## src/rtl/pipe_pkg.sv

```systemverilog
// Shared pipeline definitions: decode-control bundle layout, field widths and
// the ID/EX data bundle carried alongside the control word.
package pipe_pkg;

   localparam int CTRL_W     = 13;
   localparam int REG_ADDR_W = 5;
   localparam int FUNCT_W    = 6;
   localparam int WORD_W     = 32;

   localparam int CTRL_JAL_BIT      = 12;
   localparam int CTRL_JUMP_BIT     = 11;
   localparam int CTRL_BRANCH_BIT   = 10;
   localparam int CTRL_MEMWRITE_BIT = 9;
   localparam int CTRL_MEMREAD_BIT  = 8;
   localparam int CTRL_REGWRITE_BIT = 7;
   localparam int CTRL_MEMTOREG_BIT = 6;
   localparam int CTRL_ALUSRC_BIT   = 5;
   localparam int CTRL_REGDST_BIT   = 4;
   localparam int CTRL_ALUOP_HI     = 3;
   localparam int CTRL_ALUOP_LO     = 2;
   localparam int CTRL_SIGMUX_HI    = 1;
   localparam int CTRL_SIGMUX_LO    = 0;

   localparam logic [CTRL_W-1:0] CTRL_NOP = '0;

   // Everything besides ctrl/valid; only meaningful while ex_valid is high.
   typedef struct packed {
      logic [WORD_W-1:0]     pc4;
      logic [WORD_W-1:0]     rd1;
      logic [WORD_W-1:0]     rd2;
      logic [WORD_W-1:0]     imm;
      logic [REG_ADDR_W-1:0] rs;
      logic [REG_ADDR_W-1:0] rt;
      logic [REG_ADDR_W-1:0] rd;
      logic [REG_ADDR_W-1:0] shamt;
      logic [FUNCT_W-1:0]    funct;
   } idex_data_t;

   function automatic logic ctrl_memread(input logic [CTRL_W-1:0] ctrl);
      return ctrl[CTRL_MEMREAD_BIT];
   endfunction

endpackage

```

## src/rtl/id_ex_stage_hazard_detect.sv

```systemverilog
// Load-use hazard detection: a load in EX whose destination feeds the
// instruction currently in ID.
module hazard_detect
   import pipe_pkg::*;
(
   input  logic                  ex_valid_i,
   input  logic [CTRL_W-1:0]     ex_ctrl_i,
   input  logic [REG_ADDR_W-1:0] ex_rt_i,
   input  logic [CTRL_W-1:0]     id_ctrl_i,
   input  logic [REG_ADDR_W-1:0] id_rs_i,
   input  logic [REG_ADDR_W-1:0] id_rt_i,
   output logic                  load_use_o
);

   logic ex_is_load;
   logic rt_nonzero;
   logic src_match;
   logic id_live;

   always_comb begin
      ex_is_load = ex_valid_i & ctrl_memread(ex_ctrl_i);
      // $zero is never a real dependency
      rt_nonzero = (ex_rt_i != '0);
      src_match  = (ex_rt_i == id_rs_i) | (ex_rt_i == id_rt_i);
      id_live    = (id_ctrl_i != CTRL_NOP);
      load_use_o = ex_is_load & rt_nonzero & src_match & id_live;
   end

endmodule

```

## src/rtl/id_ex_stage.sv

```systemverilog
// ID/EX pipeline register with flush > hold > load-use bubble > load priority.
// Optional bubble counter enabled by defining ID_EX_BUBBLE_CNT_EN.
module id_ex_stage
   import pipe_pkg::*;
#(
   parameter int DATA_W = WORD_W
)(
   input  logic                  clk,
   input  logic                  rst,
   input  logic [CTRL_W-1:0]     id_ctrl,
   input  logic [DATA_W-1:0]     id_pc4,
   input  logic [DATA_W-1:0]     id_rd1,
   input  logic [DATA_W-1:0]     id_rd2,
   input  logic [DATA_W-1:0]     id_imm,
   input  logic [REG_ADDR_W-1:0] id_rs,
   input  logic [REG_ADDR_W-1:0] id_rt,
   input  logic [REG_ADDR_W-1:0] id_rd,
   input  logic [REG_ADDR_W-1:0] id_shamt,
   input  logic [FUNCT_W-1:0]    id_funct,
   input  logic                  flush,
   input  logic                  ex_hold,
   output logic                  stall,
   output logic                  ex_valid,
   output logic [CTRL_W-1:0]     ex_ctrl,
   output logic [DATA_W-1:0]     ex_pc4,
   output logic [DATA_W-1:0]     ex_rd1,
   output logic [DATA_W-1:0]     ex_rd2,
   output logic [DATA_W-1:0]     ex_imm,
   output logic [REG_ADDR_W-1:0] ex_rs,
   output logic [REG_ADDR_W-1:0] ex_rt,
   output logic [REG_ADDR_W-1:0] ex_rd,
   output logic [REG_ADDR_W-1:0] ex_shamt,
   output logic [FUNCT_W-1:0]    ex_funct
`ifdef ID_EX_BUBBLE_CNT_EN
   ,
   output logic [15:0]           bubble_cnt
`endif
);

   logic                  valid_q, valid_d;
   logic [CTRL_W-1:0]     ctrl_q, ctrl_d;
   idex_data_t            data_q, data_d;
   idex_data_t            id_data;
   logic                  load_use;
   logic                  do_bubble;

   hazard_detect u_hazard (
      .ex_valid_i (valid_q),
      .ex_ctrl_i  (ctrl_q),
      .ex_rt_i    (data_q.rt),
      .id_ctrl_i  (id_ctrl),
      .id_rs_i    (id_rs),
      .id_rt_i    (id_rt),
      .load_use_o (load_use)
   );

   always_comb begin
      id_data.pc4   = id_pc4;
      id_data.rd1   = id_rd1;
      id_data.rd2   = id_rd2;
      id_data.imm   = id_imm;
      id_data.rs    = id_rs;
      id_data.rt    = id_rt;
      id_data.rd    = id_rd;
      id_data.shamt = id_shamt;
      id_data.funct = id_funct;
   end

   assign stall = (load_use & ~flush) | ex_hold;

   // Data fields only change on a real load; bubbles and flushes only kill ctrl/valid.
   always_comb begin
      valid_d   = valid_q;
      ctrl_d    = ctrl_q;
      data_d    = data_q;
      do_bubble = 1'b0;
      if (flush) begin
         valid_d = 1'b0;
         ctrl_d  = CTRL_NOP;
      end else if (ex_hold) begin
         valid_d = valid_q;
      end else if (load_use) begin
         valid_d   = 1'b0;
         ctrl_d    = CTRL_NOP;
         do_bubble = 1'b1;
      end else begin
         valid_d = 1'b1;
         ctrl_d  = id_ctrl;
         data_d  = id_data;
      end
   end

   always_ff @(posedge clk or posedge rst) begin
      if (rst) begin
         valid_q <= 1'b0;
         ctrl_q  <= CTRL_NOP;
         data_q  <= '0;
      end else begin
         valid_q <= valid_d;
         ctrl_q  <= ctrl_d;
         data_q  <= data_d;
      end
   end

`ifdef ID_EX_BUBBLE_CNT_EN
   logic [15:0] bcnt_q, bcnt_d;

   always_comb begin
      bcnt_d = bcnt_q;
      if (do_bubble && (bcnt_q != 16'hFFFF)) begin
         bcnt_d = bcnt_q + 16'd1;
      end
   end

   always_ff @(posedge clk or posedge rst) begin
      if (rst) begin
         bcnt_q <= '0;
      end else begin
         bcnt_q <= bcnt_d;
      end
   end

   assign bubble_cnt = bcnt_q;
`endif

   assign ex_valid = valid_q;
   assign ex_ctrl  = ctrl_q;
   assign ex_pc4   = data_q.pc4;
   assign ex_rd1   = data_q.rd1;
   assign ex_rd2   = data_q.rd2;
   assign ex_imm   = data_q.imm;
   assign ex_rs    = data_q.rs;
   assign ex_rt    = data_q.rt;
   assign ex_rd    = data_q.rd;
   assign ex_shamt = data_q.shamt;
   assign ex_funct = data_q.funct;

endmodule

```

## config.mk

```make
export PLATFORM = sky130hd
export DESIGN_NAME = id_ex_stage
export DESIGN_NICKNAME = d
export VERILOG_FILES = /design/src/rtl/pipe_pkg.sv /design/src/rtl/id_ex_stage_hazard_detect.sv /design/src/rtl/id_ex_stage.sv
export SDC_FILE = /design/constraint.sdc
export NUM_CORES = 1
export LEC_CHECK = 0
export BUFFER_PORTS_ARGS = -buffer_cell sky130_fd_sc_hd__buf_4
export CAP_MARGIN = 20
export CORE_AREA = 2 2 132 134
export CTS_CLUSTER_DIAMETER = 30
export DETAILED_ROUTE_END_ITERATION = 6
export DIE_AREA = 0 0 134 136
export GPL_TIMING_DRIVEN = 1
export PLACE_DENSITY = 0.71
export SYNTH_ARGS = -nofsm -noshare
export SYNTH_HDL_FRONTEND = slang
export SYNTH_SLANG_ARGS = --single-unit
```

## constraint.sdc

```tcl
create_clock -name clk -period 6.8 [get_ports clk]
set_clock_uncertainty 0.15 [all_clocks]
set_input_delay 0.34 -clock clk [delete_from_list [all_inputs] [get_ports clk]]
set_output_delay 0.34 -clock clk [all_outputs]
set_load 0.1 [all_outputs]
```

==> summary.md, run 1 <==
| Metric | Value |
|---|---|
| Library cells used by synthesis | 22 |
| DRT iter0 DRCs | 107 |
| CORE AREA | 16,900 um2 |
| Register area share after synthesis | 64.0% |
| Syn Area/Cell | 15.8 um2 |
| Final Instance Area | 11,200 um2 |
| Cells after Synth | 415 |
| Sw Ratio | 46.1% |
| CP Data Required Time | 6.93 ns |
| Critical path fanouts, max | 82 |
| Final Hold Vio Count | 20 |
| Total Power | 0.00382 W |
| DRT Pass-1 Iters | 4 |
| GRT Total Usage | 20.7% |
| Chip width | 134 um |
| Crit Path Category | reg -> reg |
| Post-CTS sizing | 0 |
| Max-slew violations | 0 |
| Total gr overflow | 0 |
| Final min period | 3.19 ns |
| CTS Sinks | 168 |
| Flop pwr share | 32.1% |
| Delay-heaviest family, CP | buffers and inverters |
| Clk slew on worst S/H paths | 0.06 ns |
| Total wire length | 19.1 mm |
| CTS root buf | clkbuf_16 |
| Worst-Skew Late Latency | 0.42 ns |
| Nets | 1,069 |
| # DRC | 0 |
| # rows | 48 |
| Combinational share of power | 43.9% |
| Share of cells above drive strength 1 | 51.6% |
| P_sw | 0.00176 W |
| Post-synth EDFFs | 0 |
| Cell Area, Placed | 9230 um2 |
| Num CTS Buffers | 17 |
| Power per Cell Area | 341 nW/um2 |
| First-pass GRT wire length | 29.5 mm |
| Die H | 136 um |
| Max VDD drop | 222 uV |
| CTS HTree Levels | 4 |
| Initial Util | 38.9% |
| Count leader, synth | dfrtp_1 |
| Max-Cap Viols | 0 |
| Vias in the first global route | 5,853 |
| #FFs+latches synth | 168 |
| Failing checks | hold timing |
| Syn Nets | 586 |
| Num ports | 340 |
| Fmax | 0.313 GHz |
| Hold Crit Class | in -> async |
| Top-area cell type share of the netlist area | 64.0% |
| Post-DP HPWL | 12.5 mm |
| Setup Fix Bufs, Post-CTS | 0 |
| Via/cell ratio | 4.64 |
| Clock share of power | 24.0% |
| Fillers | 1,188 |
| Critical path, cell by cell | or4_1 -> o211ai_1 -> a31oi_1 -> a211oi_4 -> buf_4 -> mux2_1 |
| Gpl congestion | 0.834 |
| Top post-synthesis cells by area | dfrtp_1 64%, mux2_2 16%, mux2_1 10%, o41ai_1 1.7%, buf_8 1.4% |
| Internal power | 0.00206 W |
| Largest net degree at the start of global routing | 107 |
| Async SR Flop Fraction | 100% |
| Synth top cells by count | 168 x dfrtp_1, 94 x mux2_2, 60 x mux2_1 |
| Highest-delay cell along the critical path | buf_4 |
| CTS tree | built |
| Hold_ws | -0.0484 ns |
| Final critical-path share of the clock period | 47.0% |
| Crit end category | flip-flop |
| Setup TNS | 0 ns |
| Least-Margin Pin Slew | 1.07 ns |
| LEAKAGE | 5.27 nW |
| RSZ-0062 raised after global routing | no |
| Largest area contributor in the synthesized netlist | dfrtp_1 |
| Critical Path Start Type | flip-flop |
| WL per Instance | 16.8 um |
| Clock Tree Buf Depth | 2 |
| Ys Warns | 0 |
| Worst path bufs/invs | 1 |
| Initial antenna violation count | 0 |
| Status | complete, but fails checks |
| PortBufs | 339 |
| Via count | 5,267 |
| CP peak stage delay | 0.82 ns |
| Finish-stage setup viols | 0 |
| Post-Syn Area | 6570 um2 |
| Worst Path Arrival | 3.33 ns |
| Die ar. | 18,200 um2 |
| Area delta synth->final | 71.0% |
| Post-synth top flop | dfrtp_1 |
| Slew HR | 28.8% |
| Diodes inserted | 0 |
| ANT nets after route | 0 |
==> layout by cell type, fill, tap and decap left out, drive strengths merged <==
cell type    instances
or4                  2
bufinv               1
o22ai                1
dfrtp              168
and2                 1
clkbuf              19
dlygate4sd3        144
o211ai               1
nand2               16
o41ai               13
nor4                 2
a31oi                1
xnor2               10
inv                 19
nand3                2
clkinv               4
buf                343
nor2                 3
o21ai                1
mux2               154
a211oi               2
clkinvlp             4
==> sequential cells by signal (all words and copies together) (netlist names) <==
| signal | cells |
|---|---|
| ex_imm | 32 |
| ex_pc4 | 32 |
| ex_rd1 | 32 |
| ex_rd2 | 32 |
| ex_ctrl | 13 |
| ex_funct | 6 |
| ex_rd | 5 |
| ex_rs | 5 |
| ex_rt | 5 |
| ex_shamt | 5 |
| ex_valid | 1 |
==> final timing paths <==
kind                                          end                   start  slack [ns]  depth (start not counted)
setup / recovery           ex_rd2[23]$_DFFE_PP0P_    ex_rt[2]$_DFFE_PP0P_        3.61                          6
hold / removal             ex_pc4[17]$_DFFE_PP0P_                     rst       -0.05                          2
setup reg to reg           ex_rd2[23]$_DFFE_PP0P_    ex_rt[2]$_DFFE_PP0P_        3.61                          6
hold reg to reg            ex_ctrl[7]$_DFFE_PP0P_  ex_ctrl[7]$_DFFE_PP0P_        0.33                          2
max in group asynchronous   ex_rd2[1]$_DFFE_PP0P_                     rst        5.12                          3
min in group clk             ex_rt[1]$_DFFE_PP0P_                id_rt[1]        0.02                          2
==> per-stage QoR <==
| step | worst slack [ns] | instances | util, % |
|---|---|---|---|
| after floorplan | 1.76 | 415 | - |
| after global placement | 3.65 | 960 | 54.7 |
| after detailed placement | 3.57 | 960 | 54.7 |
| after CTS | 3.61 | 1134 | 66.4 |
| after global routing | 3.43 | 1136 | 66.5 |
| final | 3.61 | 1136 | 66.5 |
==> cell families after synthesis <==
logic type | Yosys count | share of synthesized area, %
buf+inv | 38 | 4.02
compound gates | 19 | 2.34
flops | 168 | 64.0
xor+xnor | 10 | 1.33
simple gates | 26 | 1.85
mux | 154 | 26.4
==> per-layer routing <==
metal  GRT usage [%]  vias up  part of all wire, %
met5               0        -                    0
met4            9.22        0                  2.9
met3            6.56       38                  7.9
met2            35.9      245                   51
met1            23.5     2560                   38
li1                -     2424                    -
==> cell type report <==
class / count / area [um2] / area share, %
Clock buffer: 19 / 433 / 3.86
Multi-Input combinational cell: 209 / 2110 / 18.8
Timing Repair Buffer: 487 / 4020 / 35.8
Tap cell: 225 / 282 / 2.51
Sequential cell: 168 / 4200 / 37.4
Clock inverter: 13 / 123 / 1.09
Inverter: 15 / 61.3 / 0.546
==> power by group through the flow <==
stage	registers [W]	clock network, W	logic (W)
final	0.00123	0.000918	0.00168
after detailed placement	0.00124	0	0.00161
after floorplan	0.00228	0	0.000186
after global routing	0.00124	0.000985	0.00173
after CTS	0.00122	0.000942	0.00168
after global placement	0.00123	0	0.00160
==> timing repair <==
action	4_1_cts	5_1_grt
setup endpoints to repair	0	0
hold buffers	142	2
hold endpoints to repair	142	2
No activity file was read; power rests on OpenSTA's default activity.
==> inputs of run 2 (changes only) <==
clock period = 3.08 ns   (was 6.8 ns; I/O delays follow)
==> run 2 against run 1 <==
- core utilization up 3.0 points
- die area unchanged
- hold slack better by 0.076 ns
- critical path depth up 2
- the flow now finishes without violations
- highest routed layer unchanged
- power up 120%
- clock power up 130%
- critical endpoint is now ex_ctrl[2]$_DFFE_PP0P_
==> summary.md, run 2 (same netlist as run 1, synthesis figures left out) <==
| Metric | Value |
|---|---|
| DRT Pass-1 Iters | 5 |
| Max-Cap Viols | 0 |
| CTS tree | built |
| Num ports | 340 |
| Wl on met1 | 7.79 mm |
| Hold Path Cell Cnt | 3 |
| CP Data Required Time | 3.29 ns |
| Largest net degree at the start of global routing | 83 |
| Critical path fanouts, max | 14 |
| RSZ-0062 raised after global routing | no |
| Worst-Skew Late Latency | 0.42 ns |
| Critical Path Start Type | input port |
| Layout Cells excl Fill | 1,180 |
| Clk slew on worst S/H paths | 0.06 ns |
| Worst Path Arrival | 3.13 ns |
| Initial antenna violation count | 1 |
| Crit end category | flip-flop |
| Most frequent cells in the layout | 340 x buf_4, 182 x dlygate4sd3_1, 168 x dfrtp_1, 94 x mux2_2, 60 x mux2_1 |
| Initial Util | 38.9% |
| Max VDD drop | 407 uV |
| Routed length on met3 | 1.52 mm |
| Reg-to-Reg End | ex_ctrl[2]$_DFFE_PP0P_ |
| Total wire length | 21.4 mm |
| Final critical-path share of the clock period | 95.0% |
| Chip width | 134 um |
| Via count | 5,573 |
| # DRC | 0 |
| Power per Cell Area | 733 nW/um2 |
| CORE AREA | 16,900 um2 |
| CTS Sinks | 168 |
| Worst R2R Setup Slack | 0.17 ns |
| Max-slew violations | 0 |
| HP Start | ex_hold |
| Post-DP HPWL | 13.5 mm |
| Critical path, cell by cell | dlygate4sd3_1 -> buf_4 -> or4_1 -> nor4_2 -> a31oi_1 -> and2_1 -> o41ai_1 -> dlygate4sd3_1 |
| LEAKAGE | 5.50 nW |
| CP peak stage delay | 0.61 ns |
| Met2 WL | 11.4 mm |
| Fillers | 1,110 |
| Fmax | 0.342 GHz |
| CTS HTree Levels | 4 |
| Slew HR | 44.2% |
| WL per Instance | 18.1 um |
| Vias in the first global route | 6,202 |
| First-pass GRT wire length | 33.1 mm |
| Die ar. | 18,200 um2 |
| GRT Total Usage | 23.5% |
| PortBufs | 339 |
| Setup TNS | 0 ns |
| Final min period | 2.93 ns |
| Total gr overflow | 0 |
| Clock Tree Buf Depth | 2 |
| Crit Path Category | in -> reg |
| Finish-stage setup viols | 0 |
| Share of cells above drive strength 1 | 49.9% |
| Status | completed |
| Nets | 1,110 |
| Gpl congestion | 0.792 |
| ANT nets after route | 0 |
| Worst reg2reg startpoint | ex_rt[0]$_DFFE_PP0P_ |
| Cells on worst reg2reg path | 6 |
| Via/cell ratio | 4.72 |
| # rows | 48 |
| Setup Fix Bufs, Post-CTS | 0 |
| CP most frequent cell | dlygate4sd3_1 |
| Placed cells | 963 |
| Area delta synth->final | 78.9% |
| Highest-delay cell along the critical path | dlygate4sd3_1 |
| Hold Crit Class | in -> reg |
| Num CTS Buffers | 17 |
| Top Metal Used | met4 |
| Least-Margin Pin Slew | 0.834 ns |
| Commonest non-fill, non-tap cell in the layout | buf_4 |
| DRT iter0 DRCs | 203 |
| Die H | 136 um |
| CTS root buf | clkbuf_16 |
| Post-CTS sizing | 0 |
| Hold Path End | ex_valid$_DFFE_PP0P_ |
| Final Hold Vio Count | 0 |
-- run 2: changes by cell type in the layout (fill, tap and decap cells not counted), sizes merged --
cell / delta
clkinvlp: +2
clkinv: -3
buf: +3
clkbuf: +2
dlygate4sd3: +38
inv: -1
diode: +3
-- run 2: metal layers --
layer,vias up,GRT usage [%]
met5,-,0
met2,282,41.9
met4,0,11.1
met3,51,6.86
met1,2734,25.8
li1,2506,-
-- run 2: area by class of cell --
| cell class | instances | area [um2] | share of cell area [%] |
|---|---|---|---|
| Sequential cell | 168 | 4200 | 35.8 |
| Clock buffer | 21 | 470 | 4.01 |
| Clock inverter | 11 | 111 | 0.948 |
| Antenna cell | 3 | 7.51 | 0.0639 |
| Inverter | 15 | 60.1 | 0.511 |
| Tap cell | 225 | 282 | 2.40 |
| Multi-Input combinational cell | 209 | 2110 | 18.0 |
| Timing Repair Buffer | 528 | 4490 | 38.3 |
-- run 2: where the power goes --
group / total (W) / switching, W / leakage [nW] / internal [W]
Sequential: 0.00272 / 0.000196 / 1.99 / 0.00252
Clock: 0.00210 / 0.000912 / 0.269 / 0.00119
Combinational: 0.00378 / 0.00283 / 3.24 / 0.000949
Total: 0.00860 / 0.00394 / 5.50 / 0.00466
-- run 2: how the worst max path moves through the flow --
stage / start / end / slack, ns / cells past startpoint
finish: id_ctrl[7] / ex_ctrl[2]$_DFFE_PP0P_ / 0.15 / 8
global route: ex_rt[0]$_DFFE_PP0P_ / ex_ctrl[1]$_DFFE_PP0P_ / 0.03 / 6
CTS: ex_rt[0]$_DFFE_PP0P_ / ex_rd1[29]$_DFFE_PP0P_ / 0.22 / 7
detailed placement: ex_rt[0]$_DFFE_PP0P_ / ex_pc4[6]$_DFFE_PP0P_ / 0.25 / 7
global placement: ex_rt[0]$_DFFE_PP0P_ / ex_pc4[6]$_DFFE_PP0P_ / 0.35 / 7
floorplan: ex_rt[0]$_DFFE_PP0P_ / ex_rd1[0]$_DFFE_PP0P_ / 0.16 / 8
-- run 2: critical path, delay by kind of cell --
family,cells,cell delay [ns]
AO/OA/AOI/OAI,2,0.56
AND/OR/NAND/NOR,3,1.11
buffers and inverters,3,1.30
-- run 2: metrics by stage --
step | total power, W | cell area (um2) | utilization (%) | setup slack (ns) | hold WS [ns]
2_1_floorplan | 0.00545 | 6570 | - | 0.158 | 0.101
5_1_grt | 0.00886 | 11700 | 69.6 | 0.0290 | 0.0171
3_3_place_gp | 0.00627 | 9330 | 55.3 | 0.347 | 0.167
6_report | 0.00860 | 11700 | 69.6 | 0.155 | 0.0278
4_1_cts | 0.00862 | 11700 | 69.5 | 0.221 | 0.00203
3_5_place_dp | 0.00632 | 9330 | 55.3 | 0.245 | 0.179
-- run 2: repair_timing --
action / CTS / global route
hold buffers: 182 / 0
endpoints found under the hold margin: 199 / 0
setup endpoints to repair: 0 / 0
